### src/rtl/mem_stage_pkg.sv
// Shared types and constants for the memory-access stage: op codes, bus widths,
// FSM states and alignment helpers.
package mem_stage_pkg;

    typedef logic [3:0]  ExCode;
    typedef logic [31:0] MemAddrBus;
    typedef logic [31:0] MemBus;
    typedef logic [31:0] RegBus;
    typedef logic [4:0]  RegAddrBus;
    typedef logic [1:0]  MemIndex;
    typedef logic [3:0]  ByteEn;

    localparam ExCode EX_NOP = 4'h0;
    localparam ExCode EX_LB  = 4'h1;
    localparam ExCode EX_LH  = 4'h2;
    localparam ExCode EX_LW  = 4'h3;
    localparam ExCode EX_LBU = 4'h4;
    localparam ExCode EX_LHU = 4'h5;
    localparam ExCode EX_SB  = 4'h6;
    localparam ExCode EX_SH  = 4'h7;
    localparam ExCode EX_SW  = 4'h8;

    localparam int BUS_TIMEOUT_DEF = 255;

    typedef enum logic [1:0] {IDLE, REQ, WAIT} mem_state_e;

    function automatic logic is_load(input ExCode op);
        return (op == EX_LB) || (op == EX_LH) || (op == EX_LW) ||
               (op == EX_LBU) || (op == EX_LHU);
    endfunction

    function automatic logic is_store(input ExCode op);
        return (op == EX_SB) || (op == EX_SH) || (op == EX_SW);
    endfunction

    // Halfword ops need an even lane, word ops need lane 0.
    function automatic logic is_misaligned(input ExCode op, input MemIndex idx);
        case (op)
            EX_LH, EX_LHU, EX_SH: return idx[0];
            EX_LW, EX_SW:         return idx != 2'd0;
            default:              return 1'b0;
        endcase
    endfunction

endpackage

### src/rtl/mem_stage_if.sv
// Data-bus handshake between the memory stage (master) and memory (slave).
interface mem_stage_if;
    import mem_stage_pkg::*;

    logic      req;
    logic      we;
    MemAddrBus addr;
    MemBus     wdata;
    ByteEn     be;
    logic      gnt;
    logic      rvalid;
    MemBus     rdata;

    modport master (output req, we, addr, wdata, be, input gnt, rvalid, rdata);
    modport slave  (input req, we, addr, wdata, be, output gnt, rvalid, rdata);

endinterface

### src/rtl/mem_stage_load_align.sv
// Selects the addressed byte/half of a read word and sign- or zero-extends it.
module load_align
    import mem_stage_pkg::*;
(
    input  MemBus   rdata_i,
    input  MemIndex index_i,
    input  ExCode   op_i,
    output RegBus   data_o
);

    MemBus shifted;

    always_comb begin
        shifted = rdata_i >> {index_i, 3'b000};
        case (op_i)
            EX_LB:   data_o = {{24{shifted[7]}}, shifted[7:0]};
            EX_LBU:  data_o = {24'd0, shifted[7:0]};
            EX_LH:   data_o = {{16{shifted[15]}}, shifted[15:0]};
            EX_LHU:  data_o = {16'd0, shifted[15:0]};
            default: data_o = shifted;
        endcase
    end

endmodule

### src/rtl/mem_stage.sv
// Memory-access stage: drives the data-bus handshake for loads/stores, aligns
// load data and registers the write-back triple for WB.
//
// state | meaning
// IDLE  | accept a new op; non-memory ops pass straight to write-back
// REQ   | bus_req high, waiting for gnt (timed)
// WAIT  | granted, waiting for rvalid (timed)
module mem_stage
    import mem_stage_pkg::*;
#(
    parameter int BUS_TIMEOUT = BUS_TIMEOUT_DEF
) (
    input  logic        clk,
    input  logic        rst_n,
    input  ExCode       mem_op_i,
    input  logic        mem_req_i,
    input  MemAddrBus   mem_raddr_i,
    input  MemAddrBus   mem_waddr_i,
    input  MemBus       mem_wdata_i,
    input  MemIndex     r_index_i,
    input  MemIndex     w_index_i,
    input  RegBus       reg_wdata_i,
    input  logic        reg_we_i,
    input  RegAddrBus   reg_waddr_i,
    mem_stage_if.master bus,
    output RegBus       reg_wdata_o,
    output logic        reg_we_o,
    output RegAddrBus   reg_waddr_o,
    output logic        hold_flag_o,
    output logic        misalign_o,
    output logic        bus_err_o
);

    localparam int TW = $clog2(BUS_TIMEOUT + 1);

    mem_state_e state_q;
    logic [TW-1:0] tmr_q;
    logic      req_q, we_q, misalign_q, bus_err_q, reg_we_q;
    MemAddrBus addr_q;
    MemBus     wdata_q;
    ByteEn     be_q;
    ExCode     op_q;
    MemIndex   idx_q;
    RegAddrBus dst_q;
    RegBus     reg_wdata_q;
    RegAddrBus reg_waddr_q;

    logic      load_d, store_d, misal_d, accept_d;
    MemIndex   idx_d;
    MemAddrBus addr_d;
    MemBus     wdata_d;
    ByteEn     be_d;
    RegBus     ld_data;

    always_comb begin
        load_d   = is_load(mem_op_i);
        store_d  = is_store(mem_op_i);
        idx_d    = store_d ? w_index_i : r_index_i;
        misal_d  = is_misaligned(mem_op_i, idx_d);
        accept_d = mem_req_i && (load_d || store_d) && !misal_d;
        addr_d   = (store_d ? mem_waddr_i : mem_raddr_i) & ~32'h3;
        case (mem_op_i)
            EX_SB: begin
                be_d    = ByteEn'(4'b0001 << w_index_i);
                wdata_d = {4{mem_wdata_i[7:0]}};
            end
            EX_SH: begin
                be_d    = ByteEn'(4'b0011 << w_index_i);
                wdata_d = {2{mem_wdata_i[15:0]}};
            end
            default: begin
                be_d    = 4'b1111;
                wdata_d = mem_wdata_i;
            end
        endcase
    end

    load_align u_load_align (
        .rdata_i (bus.rdata),
        .index_i (idx_q),
        .op_i    (op_q),
        .data_o  (ld_data)
    );

    always_ff @(posedge clk or negedge rst_n) begin
        if (!rst_n) begin
            state_q     <= IDLE;
            tmr_q       <= '0;
            req_q       <= 1'b0;
            we_q        <= 1'b0;
            addr_q      <= '0;
            wdata_q     <= '0;
            be_q        <= '0;
            op_q        <= EX_NOP;
            idx_q       <= '0;
            dst_q       <= '0;
            misalign_q  <= 1'b0;
            bus_err_q   <= 1'b0;
            reg_we_q    <= 1'b0;
            reg_wdata_q <= '0;
            reg_waddr_q <= '0;
        end else begin
            misalign_q <= 1'b0;
            bus_err_q  <= 1'b0;
            reg_we_q   <= 1'b0;
            case (state_q)
                IDLE: begin
                    if (load_d || store_d) begin
                        if (mem_req_i && misal_d) begin
                            misalign_q <= 1'b1;
                        end else if (accept_d) begin
                            state_q <= REQ;
                            tmr_q   <= TW'(BUS_TIMEOUT - 1);
                            req_q   <= 1'b1;
                            we_q    <= store_d;
                            addr_q  <= addr_d;
                            wdata_q <= wdata_d;
                            be_q    <= be_d;
                            op_q    <= mem_op_i;
                            idx_q   <= idx_d;
                            dst_q   <= reg_waddr_i;
                        end
                    end else begin
                        reg_we_q    <= reg_we_i;
                        reg_wdata_q <= reg_wdata_i;
                        reg_waddr_q <= reg_waddr_i;
                    end
                end
                REQ, WAIT: begin
                    if ((state_q == REQ && bus.gnt && bus.rvalid) ||
                        (state_q == WAIT && bus.rvalid)) begin
                        state_q     <= IDLE;
                        tmr_q       <= '0;
                        req_q       <= 1'b0;
                        reg_we_q    <= !we_q;
                        reg_waddr_q <= dst_q;
                        if (!we_q) reg_wdata_q <= ld_data;
                    end else if (state_q == REQ && bus.gnt) begin
                        state_q <= WAIT;
                        tmr_q   <= TW'(BUS_TIMEOUT - 1);
                        req_q   <= 1'b0;
                    end else if (tmr_q == '0) begin
                        state_q   <= IDLE;
                        req_q     <= 1'b0;
                        bus_err_q <= 1'b1;
                    end else begin
                        tmr_q <= tmr_q - 1'b1;
                    end
                end
                default: state_q <= IDLE;
            endcase
        end
    end

    assign hold_flag_o = (state_q != IDLE) || accept_d;

    assign bus.req     = req_q;
    assign bus.we      = we_q;
    assign bus.addr    = addr_q;
    assign bus.wdata   = wdata_q;
    assign bus.be      = be_q;
    assign reg_wdata_o = reg_wdata_q;
    assign reg_we_o    = reg_we_q;
    assign reg_waddr_o = reg_waddr_q;
    assign misalign_o  = misalign_q;
    assign bus_err_o   = bus_err_q;

endmodule
### src/flat_wrapper.sv
// flat-port wrapper written by rule: the top's interface ports become plain ports
module mem_stage_flat import mem_stage_pkg::*;
#(
    parameter int BUS_TIMEOUT = BUS_TIMEOUT_DEF
)
  (clk, rst_n, mem_op_i, mem_req_i, mem_raddr_i, mem_waddr_i, mem_wdata_i, r_index_i, w_index_i, reg_wdata_i, reg_we_i, reg_waddr_i, reg_wdata_o, reg_we_o, reg_waddr_o, hold_flag_o, misalign_o, bus_err_o, bus_req, bus_we, bus_addr, bus_wdata, bus_be, bus_gnt, bus_rvalid, bus_rdata);
  mem_stage_if bus_i ();
  input  logic clk;
  input  logic rst_n;
  input  ExCode mem_op_i;
  input  logic mem_req_i;
  input  MemAddrBus mem_raddr_i;
  input  MemAddrBus mem_waddr_i;
  input  MemBus mem_wdata_i;
  input  MemIndex r_index_i;
  input  MemIndex w_index_i;
  input  RegBus reg_wdata_i;
  input  logic reg_we_i;
  input  RegAddrBus reg_waddr_i;
  output RegBus reg_wdata_o;
  output logic reg_we_o;
  output RegAddrBus reg_waddr_o;
  output logic hold_flag_o;
  output logic misalign_o;
  output logic bus_err_o;
  output wire logic [$bits(bus_i.req)-1:0] bus_req;
  output wire logic [$bits(bus_i.we)-1:0] bus_we;
  output wire logic [$bits(bus_i.addr)-1:0] bus_addr;
  output wire logic [$bits(bus_i.wdata)-1:0] bus_wdata;
  output wire logic [$bits(bus_i.be)-1:0] bus_be;
  input wire logic [$bits(bus_i.gnt)-1:0] bus_gnt;
  input wire logic [$bits(bus_i.rvalid)-1:0] bus_rvalid;
  input wire logic [$bits(bus_i.rdata)-1:0] bus_rdata;
  assign bus_req = bus_i.req;
  assign bus_we = bus_i.we;
  assign bus_addr = bus_i.addr;
  assign bus_wdata = bus_i.wdata;
  assign bus_be = bus_i.be;
  assign bus_i.gnt = bus_gnt;
  assign bus_i.rvalid = bus_rvalid;
  assign bus_i.rdata = bus_rdata;
  mem_stage #(.BUS_TIMEOUT(BUS_TIMEOUT)) u_core (.clk(clk), .rst_n(rst_n), .mem_op_i(mem_op_i), .mem_req_i(mem_req_i), .mem_raddr_i(mem_raddr_i), .mem_waddr_i(mem_waddr_i), .mem_wdata_i(mem_wdata_i), .r_index_i(r_index_i), .w_index_i(w_index_i), .reg_wdata_i(reg_wdata_i), .reg_we_i(reg_we_i), .reg_waddr_i(reg_waddr_i), .bus(bus_i), .reg_wdata_o(reg_wdata_o), .reg_we_o(reg_we_o), .reg_waddr_o(reg_waddr_o), .hold_flag_o(hold_flag_o), .misalign_o(misalign_o), .bus_err_o(bus_err_o));
endmodule
### config.mk
export PLATFORM = sky130hd
export DESIGN_NAME = mem_stage_flat
export DESIGN_NICKNAME = d
export VERILOG_FILES = /design/src/rtl/mem_stage_pkg.sv /design/src/rtl/mem_stage_if.sv /design/src/rtl/mem_stage_load_align.sv /design/src/rtl/mem_stage.sv /design/src/flat_wrapper.sv
export SDC_FILE = /design/constraint.sdc
export NUM_CORES = 1
export LEC_CHECK = 0
export BUFFER_PORTS_ARGS = -buffer_cell sky130_fd_sc_hd__buf_2
export CAP_MARGIN = 25
export CORE_MARGIN = 4
export CORE_UTILIZATION = 46
export DETAILED_ROUTE_END_ITERATION = 8
export PLACE_DENSITY = 0.85
export SYNTH_ARGS = -nofsm -noshare
export SYNTH_HDL_FRONTEND = slang
export SYNTH_HIERARCHICAL = 1
export SYNTH_SLANG_ARGS = --single-unit
export TNS_END_PERCENT = 10
### constraint.sdc
create_clock -name clk -period 2.8 [get_ports clk]
set_input_delay 0.14 -clock clk [delete_from_list [all_inputs] [get_ports clk]]
set_output_delay 0.14 -clock clk [all_outputs]
set_load 0.01 [all_outputs]
==> impl_results.md, run 1 <==
- Status: completed
- Clock Skew: 6.128 ps
- Critical path data arrival time: 2650 ps
- Seq/Total Area, Yosys: 46.01%
- Crit start category: register
- CTS Buffer Depth: 2
- Total CTS buffers: 17
- Final min period: 2354 ps
- Worst Setup End Kind: register
- #FFs+latches synth: 129
- Initial drt markers: 420
- Post-Synth Adder-Cell Area: 0.8917%
- Final HPWL DP: 15.62 mm
- Share of post-route cells with drive strength above 1: 37.09%
- Clock Latency Late Sink: 410 ps
- Clock-pin slew on the worst setup and hold paths: 60 ps
- GRT met3 Usage: 7.301%
- DRC Markers: 0
- H-tree lvl count: 4
- Fin Hold WS: 16.17 ps
- Critical Path Start: u_core/tmr_q[0]$_DFFE_PN0P_
- CTS tree: yes
- DR vias/cell: 5.469
- RSZ-0062 raised after global routing: false
- Root Driver: clkbuf_16
- Max Slew Vio Count: 0
- Mean Syn Cell Area: 9.979 um^2
- Total grt overflow: 0
- Die width: 131.5 um
- Avg WL per Cell: 18.01 um
- Setup-failing EPs final: 0
- Initial DRT Pass Iterations: 5
- Post-Route WL: 21.06 mm
- XOR/XNOR share of the synthesized area: 0.8739%
- Commonest non-fill, non-tap cells in the layout: buf_2 (282), dfrtp_1 (129), o21ai_0 (110)
- Top-area cell type share of the netlist area: 46.01%
- Synth warnings: 6
- Mux share of post-synthesis cell area: 20.10%
- Most common cell after layout, fill and taps aside: buf_2
- Die ar.: 0.01729 mm^2
- Leak: 4.718 nW
- Gr usage total: 24.01%
- DRT antenna net count: 0
- Height of the die: 131.5 um
- Tcrit/Tclk final: 84.08%
- Final #Nets: 1,155
- Critical path type: register to register
- Synth area leader: dfrtp_1
- Async set-or-reset flop fraction in the synthesized netlist: 100.0%
- Cell area after synthesis: 0.007015 mm^2
- Hold Path Sink: u_core/bus.addr[20]$_DFFE_PN0P_
- Critical-path maximum fanout: 8
- Grt met2 use: 42.29%
- Initial antenna violation count: 3
- Netlist cell types: 55
- Final Hold Viols: 0
- Synth Area in Compound Gates: 17.01%
- Simple-gate area share of the yosys netlist: 10.59%
- R2r setup slk: 450 ps
- Min-delay worst type: primary input to register
- EDFF count, synth: 0
- Fillers: 1,219
- Reg-to-reg endpoint: u_core/tmr_q[5]$_DFFE_PN0P_
- Setup TNS: 0 ps
- RD Place Congestion: 0.9016
- Max_cap viols: 0
- Hold Path Stages: 3
- Relative slew slack: 46.84%
- Largest family of logic cells by synthesized area: multiplexers
- Main synth FF type: dfrtp_1
- Worst Tran Pin Value: 797.4 ps
- Power Dens Cells: 1156 mW/mm^2
- Ports: 290
- Vias in the first global route: 6,495
- Clock sinks: 129
- FP Rows: 44
- Largest net degree at the start of global routing: 125
- DR vias: 6,393
- Start of the worst register-to-register path: u_core/tmr_q[0]$_DFFE_PN0P_
- Post-CTS setup buffers: 0
- Starting Density: 47.55%
- Gr busiest metal: met2
- Hold Path Origin: mem_waddr_i[20]
- M1 GR Usage: 27.54%
- Port buffer count: 283
- Post-Syn Instances: 703
- Required time of the critical path: 3100 ps
- Reg2reg path depth: 8
- Fmax: 424.8 MHz
- Total core area: 0.01475 mm^2
- Area Growth Syn to Fin: 32.12%
- Dominant cells by area after synthesis: dfrtp_1 (46%), mux2i_1 (16%), o21ai_0 (7.8%), nand2_1 (5.6%), mux2_2 (2.7%)
- Maximum VDD drop: 0.7146 mV
- Global-route wire length before repair: 33.35 mm
-- power by group --
part | internal (mW) | leakage, nW | switching, mW
Combinational | 2.17 | 2.86 | 2.99
Sequential | 2.78 | 1.57 | 0.518
Clock | 1.43 | 0.291 | 0.839
-- state kept, by name, indices dropped and copies added, names as in the netlist, 2 cells and up --
signal / cells
u_core/bus.be: 4
u_core/op_q: 4
u_core/idx_q: 2
u_core/dst_q: 5
u_core/reg_waddr_o: 5
u_core/tmr_q: 8
u_core/bus.addr: 30
u_core/bus.wdata: 32
u_core/state_q: 2
u_core/reg_wdata_o: 32
-- kinds of logic after synthesis --
| family | Yosys count |
|---|---|
| compound gates | 193 |
| simple gates | 168 |
| mux | 134 |
| flops | 129 |
| buf+inv | 66 |
| xor+xnor | 7 |
| fa+ha+maj | 5 |
| other cells | 1 |
-- cell usage after synthesis, drive strengths merged, types with 2 or more instances --
cell type and count:
dfrtp 129, o21ai 112, mux2i 109, nand2 105, clkbuf 36, nor2 32, a21oi 26, mux2 24
buf 23, nor2b 9, o2111ai 9, o211ai 9, a211oi 8, o221ai 8, a2bb2oi 7, inv 7
ha 5, xor2 4, a21o 3, nor3b 3, xnor2 3, a31oi 2, nand3b 2, nand4bb 2
nor3 2, o31ai 2, or2 2, or4b 2
-- cell type report --
type                    instances  area [um^2]  area share [%]
flip-flops and latches        129         3228           34.83
well taps                     184        230.2           2.484
clock inverters                12        158.9           1.714
repair buffers                307         1668           17.99
inverters                       7        26.28          0.2835
clock buffers                  20        446.7           4.819
diodes                          1        2.502         0.02700
multi-input cells             509         3508           37.85
-- timing repair --
action	CTS	global route
gates resized for setup	0	1
endpoints found under the setup margin	0	2
hold buffers	11	0
hold endpoints to repair	85	0
-- critical path, stage by stage, from the launching register on --
cell	delay (ps)
dfrtp_1	410
inv_1	70
ha_1	170
nor3b_1	310
nand2_1	140
nor3_1	330
nor2b_1	240
or3_4	240
mux2_4	310
-- layer usage --
metal	wire length [um]	up-vias
met5	18	-
met4	557	2
met3	1771	43
met2	10690	312
met1	8014	2996
li1	-	3040
-- worst max path at each step --
stage / end / slack, ps / depth (start not counted)
after floorplan: u_core/reg_wdata_o[2]$_DFFE_PN0P_ / 540 / 10
after global placement: u_core/tmr_q[6]$_DFFE_PN0P_ / 380 / 8
after detailed placement: u_core/tmr_q[4]$_DFFE_PN0P_ / 270 / 8
after CTS: u_core/tmr_q[4]$_DFFE_PN0P_ / 270 / 8
after global routing: u_core/tmr_q[5]$_DFFE_PN0P_ / 210 / 8
final: u_core/tmr_q[5]$_DFFE_PN0P_ / 450 / 8
-- through the flow --
step,total power [mW],cell area [um^2],cells,worst slack (ps),util [%]
after global placement,8.235,8546,1125,382.8,57.92
after global routing,11.47,9269,1169,205.6,62.82
after floorplan,6.669,7019,704,541.2,-
final,10.72,9269,1169,445.8,62.82
after CTS,10.75,9261,1168,265.8,62.77
after detailed placement,8.413,8546,1125,271.5,57.92
Power figures use the tool's default switching activity.
==> run 2: changes to the inputs <==
--- a/config.mk
+++ b/config.mk
@@ -8,7 +8,7 @@
 export BUFFER_PORTS_ARGS = -buffer_cell sky130_fd_sc_hd__buf_2
 export CAP_MARGIN = 25
 export CORE_MARGIN = 4
-export CORE_UTILIZATION = 46
+export CORE_UTILIZATION = 44
 export DETAILED_ROUTE_END_ITERATION = 8
 export PLACE_DENSITY = 0.85
 export SYNTH_ARGS = -nofsm -noshare
==> constraint.sdc (replaced) <==
create_clock -name clk -period 2.16 [get_ports clk]
set_input_delay 0.108 -clock clk [delete_from_list [all_inputs] [get_ports clk]]
set_output_delay 0.108 -clock clk [all_outputs]
set_load 0.01 [all_outputs]
==> impl_results.md, run 2 (synthesis results as in run 1) <==
- Crit start category: register
- Final WS setup: 78.54 ps
- Post-Route WL: 25.04 mm
- Hold Path Stages: 3
- Critical Path Start: u_core/tmr_q[0]$_DFFE_PN0P_
- Critical path data arrival time: 2370 ps
- Min-delay worst type: primary input to register
- Area Growth Syn to Fin: 44.77%
- Final design utilization: 65.83%
- Leak: 5.138 nW
- CTS Buffer Depth: 2
- Tcrit/Tclk final: 96.36%
- Clock Skew: 9.962 ps
- RD Place Congestion: 0.8831
- DR vias/cell: 5.534
- Setup-failing EPs final: 0
- Relative slew slack: 60.49%
- Initial DRT Pass Iterations: 5
- Commonest non-fill, non-tap cells in the layout: buf_2 (282), dfrtp_1 (129), o21ai_0 (110)
- CTS tree: yes
- Maximum VDD drop: 1.295 mV
- RSZ-0062 raised after global routing: true
- Port buffer count: 283
- Initial drt markers: 426
- Worst Setup End Kind: register
- Starting Density: 45.47%
- Fillers: 1,193
- Clock-pin slew on the worst setup and hold paths: 60 ps
- Largest net degree at the start of global routing: 65
- DR vias: 7,106
- Total CTS buffers: 17
- Worst Tran Pin Value: 592.6 ps
- Status: completed
- Height of the die: 134.3 um
- Total core area: 0.01543 mm^2
- Avg WL per Cell: 19.50 um
- Start of the worst register-to-register path: u_core/tmr_q[0]$_DFFE_PN0P_
- Reg area: 0.003228 mm^2
- Die ar.: 0.01803 mm^2
- Critical-path maximum fanout: 4
- Final min period: 2081 ps
- Placement Setup Slack: -86.26 ps
- Hold Path Origin: mem_waddr_i[23]
- Clock sinks: 129
- Final HPWL DP: 16.86 mm
- Clock Latency Late Sink: 410 ps
- Final #Nets: 1,243
- DRT antenna net count: 0
- Reg2reg path depth: 7
- FP Rows: 45
- Required time of the critical path: 2450 ps
- Most common cell after layout, fill and taps aside: buf_2
- Fmax: 480.4 MHz
- Vias in the first global route: 7,393
- Power Dens Cells: 1447 mW/mm^2
- Max Slew Vio Count: 0
- DRC Markers: 0
- Final Hold Viols: 0
- Gr usage total: 27.28%
- Area of the multi-input gates: 0.003536 mm^2
- Initial antenna violation count: 2
- Die width: 134.3 um
- Setup TNS: 0 ps
- Total grt overflow: 0
- Post-CTS setup buffers: 0
- Ports: 290
- Global-route wire length before repair: 38.55 mm
- Max_cap viols: 0
- Critical path type: register to register
- Root Driver: clkbuf_16
- H-tree lvl count: 4
- Share of post-route cells with drive strength above 1: 38.34%
[run 2: cell types whose count changed in the layout (fill, tap and decap cells not counted), moves of 2 or more]
cell | before | now
buf_4 | 10 | 47
buf_12 | 3 | 6
clkinv_2 | 2 | 4
clkbuf_1 | 2 | 0
nor3b_2 | 0 | 2
nor3b_1 | 3 | 1
dlygate4sd3_1 | 11 | 59
[run 2: area by class of cell]
type,instances,area share [%]
flip-flops and latches,129,31.79
inverters,7,0.2587
multi-input cells,509,34.82
diodes,1,0.02464
clock inverters,13,1.577
clock buffers,19,4.460
well taps,211,2.599
repair buffers,395,24.48
[run 2: final timing paths]
path	slack, ps	end
worst max-delay path	80	u_core/tmr_q[7]$_DFFE_PN0P_
worst min-delay path	5	u_core/bus.addr[23]$_DFFE_PN0P_
worst max register to register	80	u_core/tmr_q[7]$_DFFE_PN0P_
worst min register to register	470	u_core/bus.be[0]$_DFFE_PN0P_
max in group asynchronous	1130	u_core/bus.be[0]$_DFFE_PN0P_
min in group asynchronous	260	u_core/reg_waddr_o[2]$_DFFE_PN0P_
[run 2: timing repair]
action,in CTS,in global routing
hold endpoints to repair,101,0
hold buffers,59,0
cloned,0,0
gates resized for setup,1,4
endpoints found under the setup margin,7,12
[run 2: stage by stage]
step | std cells | power [mW] | cell area [um^2] | hold slack, ps
floorplan | 704 | 8.650 | 7023 | -187.6
global placement | 1192 | 11.06 | 8921 | 137.0
detailed placement | 1192 | 11.37 | 8921 | 134.1
CTS | 1283 | 14.51 | 10130 | 0.1725
global route | 1283 | 15.59 | 10150 | 2.850
finish | 1284 | 14.69 | 10160 | 5.419
[run 2: report_power, final]
part | total [mW] | internal (mW) | switching [mW]
logic | 7.39 | 3.20 | 4.19
registers | 4.33 | 3.60 | 0.726
clock network | 2.98 | 1.88 | 1.11
total | 14.7 | 8.68 | 6.02
[run 2: worst max-delay path, cell delays in order (launching register included)]
cell,delay (ps)
dfrtp_1,380
buf_4,150
or4_1,580
nor4_1,250
xor2_1,110
o21ai_0,150
nand2_1,70
mux2_4,280
[run 2: per-layer routing]
layer / track usage, % / vias up / routed length [um]
met1: 29.23 / 3326 / 8764
met5: 0 / - / 27
met2: 47.54 / 444 / 12450
li1: - / 3224 / -
met3: 8.927 / 108 / 2441
met4: 14.93 / 4 / 1360
